File: config.mk
export PLATFORM = sky130hd
export DESIGN_NAME = cu
export DESIGN_NICKNAME = d
export VERILOG_FILES = /design/src/rtl/cu.sv
export SDC_FILE = /design/constraint.sdc
export NUM_CORES = 1
export LEC_CHECK = 0
export ABC_AREA = 1
export CAP_MARGIN = 30
export CORE_MARGIN = 5
export CORE_UTILIZATION = 45
export DETAILED_ROUTE_END_ITERATION = 16
export GPL_TIMING_DRIVEN = 0
export PLACE_DENSITY = 0.69
export SYNTH_ARGS = -nofsm -noshare
export SYNTH_HDL_FRONTEND = slang
export SYNTH_SLANG_ARGS = --single-unit
File: constraint.sdc
create_clock -name CLK -period 7.85 [get_ports CLK]
set_clock_uncertainty 0.2 [all_clocks]
set_input_delay 2.355 -clock CLK [delete_from_list [all_inputs] [get_ports CLK]]
set_output_delay 2.355 -clock CLK [all_outputs]
set_load 0.02 [all_outputs]
File: src/rtl/cu.sv
// Complex-arithmetic unit: eight 16-bit registers, one instruction executed per clock.
module cu (
    input  logic         CLK,
    input  logic         RESET,
    input  logic [47:0]  INSTRUCTION,
    output logic [127:0] REGISTER_OUTPUT_DATA_BUS
);

    localparam int unsigned NREG  = 8;
    localparam int unsigned RW    = 16;
    localparam int unsigned OW    = 9;
    localparam int unsigned AW    = 32;

    localparam logic [2:0] OP_ADD  = 3'b000;
    localparam logic [2:0] OP_SUB  = 3'b001;
    localparam logic [2:0] OP_MUL  = 3'b010;
    localparam logic [2:0] OP_LOAD = 3'b011;

    logic [RW-1:0] regs_q [NREG];

    logic [2:0]    opcode;
    logic [2:0]    rd_re;
    logic [2:0]    rd_im;
    logic [OW-1:0] op_a;
    logic [OW-1:0] op_b;
    logic [OW-1:0] op_c;
    logic [OW-1:0] op_d;
    logic          unused_rsvd;

    assign opcode      = INSTRUCTION[47:45];
    assign rd_re       = INSTRUCTION[44:42];
    assign rd_im       = INSTRUCTION[41:39];
    assign op_a        = INSTRUCTION[38:30];
    assign op_b        = INSTRUCTION[29:21];
    assign op_c        = INSTRUCTION[20:12];
    assign op_d        = INSTRUCTION[11:3];
    assign unused_rsvd = ^INSTRUCTION[2:0];

    // Sign-extend the 9-bit operands; 32 bits hold any product sum without overflow.
    logic signed [AW-1:0] a_s;
    logic signed [AW-1:0] b_s;
    logic signed [AW-1:0] c_s;
    logic signed [AW-1:0] d_s;

    assign a_s = {{(AW-OW){op_a[OW-1]}}, op_a};
    assign b_s = {{(AW-OW){op_b[OW-1]}}, op_b};
    assign c_s = {{(AW-OW){op_c[OW-1]}}, op_c};
    assign d_s = {{(AW-OW){op_d[OW-1]}}, op_d};

    logic signed [AW-1:0] re_full_c;
    logic signed [AW-1:0] im_full_c;
    logic                 wr_en_c;

    // Compute the real/imaginary results for the current opcode.
    always_comb begin
        re_full_c = '0;
        im_full_c = '0;
        wr_en_c   = 1'b0;
        case (opcode)
            OP_ADD: begin
                re_full_c = a_s + c_s;
                im_full_c = b_s + d_s;
                wr_en_c   = 1'b1;
            end
            OP_SUB: begin
                re_full_c = a_s - c_s;
                im_full_c = b_s - d_s;
                wr_en_c   = 1'b1;
            end
            OP_MUL: begin
                re_full_c = (a_s * c_s) - (b_s * d_s);
                im_full_c = (a_s * d_s) + (b_s * c_s);
                wr_en_c   = 1'b1;
            end
            OP_LOAD: begin
                re_full_c = a_s;
                im_full_c = b_s;
                wr_en_c   = 1'b1;
            end
            default: begin
                wr_en_c = 1'b0;
            end
        endcase
    end

    // Register file update; the IM write comes last so it wins on a shared index.
    always_ff @(posedge CLK) begin
        if (RESET) begin
            for (int i = 0; i < NREG; i++) begin
                regs_q[i] <= '0;
            end
        end else if (wr_en_c) begin
            regs_q[rd_re] <= RW'(re_full_c);
            regs_q[rd_im] <= RW'(im_full_c);
        end
    end

    // Pack the register file onto the output bus, R0 in the low bits.
    always_comb begin
        REGISTER_OUTPUT_DATA_BUS = '0;
        for (int k = 0; k < NREG; k++) begin
            REGISTER_OUTPUT_DATA_BUS[k*RW +: RW] = regs_q[k];
        end
    end

endmodule

== After elaboration in Yosys (flattened, before gate mapping) ==
Memory sizes are Yosys's and may differ from the RTL's.
Cells that the tools add are included.
W data, S select, Z words.
Word-level totals
  input port bits: 50
  bits in writable memories: 128
  logic and storage cells: 32
  register bits after elaboration: 0
  output and inout port bits: 128
  memories: 1
Operators by class
  equal/unequal tests: 3
  reductions and logical operators: 4
  multiply operators: 4
  muxes and demuxes: 14
  add/sub/neg operators: 6
Memory list
  regs_q: words 8, width 16, read ports 8, clocked after memory_dff 0, wr ports 8, line 19  | logic [RW-1:0] regs_q [NREG];
Operator list (count)
  $pmux W16 S4: 2
  $mul A9 B9 Y16: 4
  $mux W16: 2
  $reduce_or A16 Y1: 2
  $add A9 B9 Y10: 2
  $sub A9 B9 Y10: 2
  $add A16 B16 Y16: 1
  $sub A16 B16 Y16: 1
  $mux W1: 8
  $eq A3 B2 Y1 const B: 2
  $mux W3: 2
  $reduce_or A4 Y1: 1
  $eq A3 B1 Y1 const B: 1
  $logic_not A3 Y1: 1

== Depth between registers and ports, before layout ==
  depth after elaboration: 8
  mapped depth: 33
  depth with buffers taken out: 31

== Worst setup path after synthesis ==
Ideal clock, no wire load.
  path kind: input -> register
  start: in INSTRUCTION[6]
  end: mem regs_q[0][12] (data pin)
  library setup time: 0.252 ns
  setup slack: -0.431 ns
  arrival: 7.829 ns
  cell stages on the path: 22
  buffers on the path: 2
  required time: 7.398 ns
  cell sequence: clkbuf_1 -> buf_1 -> nand2_1 -> fa_1 -> fa_1 -> inv_1 -> fa_1 -> fa_1 -> fa_1 -> fa_1 -> fa_1 -> ha_1 -> nand2_1 -> inv_1 -> a21boi_0 -> nand2_1 -> nand2_1 -> a21oi_1 -> nor3_1 -> o21ai_4 -> nand2_1 -> nand2_1
RTL lines
  start, declared: line 5  | input logic [47:0] INSTRUCTION,
  end, declared: line 19

==> key figures <==
Run status
  • Outcome: complete, but fails checks
  • Failing checks: negative setup slack

Timing
  • Minimum clock period: roughly 8.1 ns
  • PnR worst setup slack: -0.202 ns
  • Worst-margin pin slew: roughly 0.95 ns
  • RSZ-0062 raised after global routing: true
  • Final setup viols: 49
  • Final Hold Viols: 0
  • Max Freq: 124 MHz
  • Final Cycle Share: 103%
  • Max-slew violations: 0
  • Worst slew margin: around 36%

Worst setup path
  • Critical path class: primary input to register
  • CP max FO: 8
  • Worst Setup End Kind: register
  • CP required: ~7.9 ns
  • CP startpoint: INSTRUCTION[36]
  • Worst Path Arrival: between 8 and 9 ns
  • Crit start category: primary input

Global route
  • Largest net degree at the start of global routing: 17
  • Global-route congestion overflow total: 0
  • Vias in the first global route: 18900
  • Antenna violations before repair: 2
  • First-pass GRT wire length: between 100 and 150 mm
  • GRT Overall Usage: about 29%

Floorplan
  • Io pins: ~180
  • DIE HEIGHT: between 200 and 250 µm
  • Starting density of the core: 45.6%
  • Chip width: 222 µm
  • Core area: 44300 µm²
  • Die Area: ~49000 µm²
  • # rows: 77

Min path
  • Worst hold start: INSTRUCTION[38]
  • Hold depth: 6
  • Hold endpoint: regs_q[2][8]
  • Hold Path Class: primary input to register

Yosys
  • Top FF cell, synth: edfxtp_1
  • Post-synth ARST share: 0%
  • Synth Instances: 2519
  • Yosys warning count: 0
  • Sequential share of the synthesized area: a little under a fifth
  • Synth Register Bits: 128
  • Share of the synthesized area in the top cell type: 29.8%
  • Mapped Area: between 20000 and 25000 µm²
  • Synth area leader: fa_1
  • Netlist cell types: 51
  • Syn_area_per_cell: 8.02 µm²
  • Syn_nets: 3042
  • Synth area leaders: fa_1 (30%), edfxtp_1 (19%), nand2_1 (14%)
  • EDFF count, synth: ~130

CTS
  • Worst-path clk slew: 0.07 ns
  • CTS tree: yes
  • Htree depth: 4
  • CTS Hold Buffers Added: 0
  • Clk sinks: 128
  • CTS Root Cell: clkbuf_16
  • CTS Buf Count: 17
  • Clk buf depth: 2

Drt
  • Total detailed-routing wirelength: between 70 and 80 mm
  • Post-DRT Antenna Nets: 0
  • Initial drt markers: 1968
  • First-pass DRT Iterations: 6
  • DR WL/cell: approximately 21 µm
  • Vias per inst: 5.34
  • Drt drc: 0
  • Vias: 18600

Final layout
  • Fillers: 3618
  • Most common library cell in the layout ignoring fill and taps: nand2_1
  • Flip-flop count of the largest register after layout: 128
  • Biggest regs: regs_q: 128 flops
  • FF/Latch Area: 3840 µm²
  • Footprint of the multi-input gates: 14700 µm²
  • Non-filler instance count after layout: approximately 3500
  • Synth-to-Final Area Change: 33.2%
  • Most frequent cells in the layout: nand2_1 (641), inv_1 (568), fa_1 (281)
  • Layout cells sized above 1: 22.0%
  • Antenna cells: 0
  • # nets final: ~3400
  • Biggest register: regs_q

Placement
  • Placed Cells: 3286
  • Port Buf Inserts: about 170
  • Post-DP HPWL: 54.7 mm
  • RD Place Congestion: 0.945

Job
  • Max-Cap Viols: 0
final cells by class:
type,count,share of cell area (%)
multi-input combinational,1670,54.7
sequential,128,14.3
timing repair buffer,358,12.5
inverter,623,8.82
buffer,86,4.72
tap,592,2.75
clock buffer,18,1.59
clock inverter,14,0.632
worst max-delay path: stages:
cell and delay [ns]:
buf_8 0.10, buf_8 0.12, clkbuf_16 0.16, nand2_4 0.07, inv_2 0.04, fa_1 0.47
fa_1 0.54, inv_2 0.04, fa_1 0.51, inv_2 0.04, fa_1 0.55, fa_1 0.44
fa_1 0.49, fa_1 0.61, ha_4 0.24, a21oi_4 0.16, o21a_1 0.18, nand2_2 0.08
nand2_2 0.08, buf_4 0.10, nand2_1 0.05, o21ai_2 0.42, nand2_1 0.17, nand2_1 0.11
how the worst max path moves through the flow:
stage	end	cells after the start
floorplan	regs_q[1][12]	25
global placement	regs_q[1][10]	24
detailed placement	regs_q[5][10]	21
CTS	regs_q[4][12]	27
global route	regs_q[7][9]	24
finish	regs_q[7][9]	24
through the flow:
stage / hold WS (ns) / setup TNS, ns / cell area (µm²) / setup slack, ns / utilization [%]
global route: 2.45 / -12.77 / 26900 / -0.324 / 60.7
detailed placement: 3.03 / -149.62 / 23300 / -1.91 / 52.5
global placement: 3.03 / -149.36 / 23300 / -1.93 / 52.5
floorplan: 2.54 / -0.261 / 20800 / -0.0277 / -
CTS: 2.39 / -1.86 / 26100 / -0.116 / 59.0
finish: 2.42 / -3.49 / 26900 / -0.202 / 60.7
cell usage after synthesis (3+ instances only):
library cell    n
o21ai_1        13
clkbuf_1       59
nand4_1         7
nand3_1        61
a221oi_2        4
a31oi_1         3
xnor2_1         9
inv_1         610
a22o_1          4
inv_2          13
buf_2          13
ha_1          172
or2_2           5
nor3_2          5
o21ai_2         3
fa_1          301
o21ai_4         4
nand2_1       748
o21ai_0        54
buf_4          16
xor2_1          8
a21oi_1        61
buf_1           8
nand3b_1        5
nand2_2        11
edfxtp_1      128
o22ai_1        43
nor3_1         11
nor2_1        103
repair_timing:
| item | in CTS | in global routing |
|---|---|---|
| cloned | 0 | 4 |
| pin swaps | 89 | 120 |
| resized for setup | 440 | 206 |
| setup buffers | 133 | 46 |
| endpoints found under the setup margin | 104 | 96 |
cells by family (layout without fill, tap and decap cells):
group,Yosys count,in the layout,synth area share (%)
simple gates,967,967,19.4
compound gates,213,213,6.59
xor+xnor,17,17,0.737
fa+ha+maj,473,473,40.5
buf+inv,721,1099,13.8
flops,128,128,19.0
per-layer routing:
metal | vias up | global-route usage (%) | share of wire, %
met5 | - | 0 | 0.044
met2 | 1100 | 47.3 | 46
met4 | 4 | 13.7 | 6.0
li1 | 8313 | - | -
met3 | 251 | 5.38 | 10
met1 | 8950 | 37.8 | 38
Power is not shown: default switching activity piles up to over one toggle a cycle in this logic, so the estimate is an artifact.
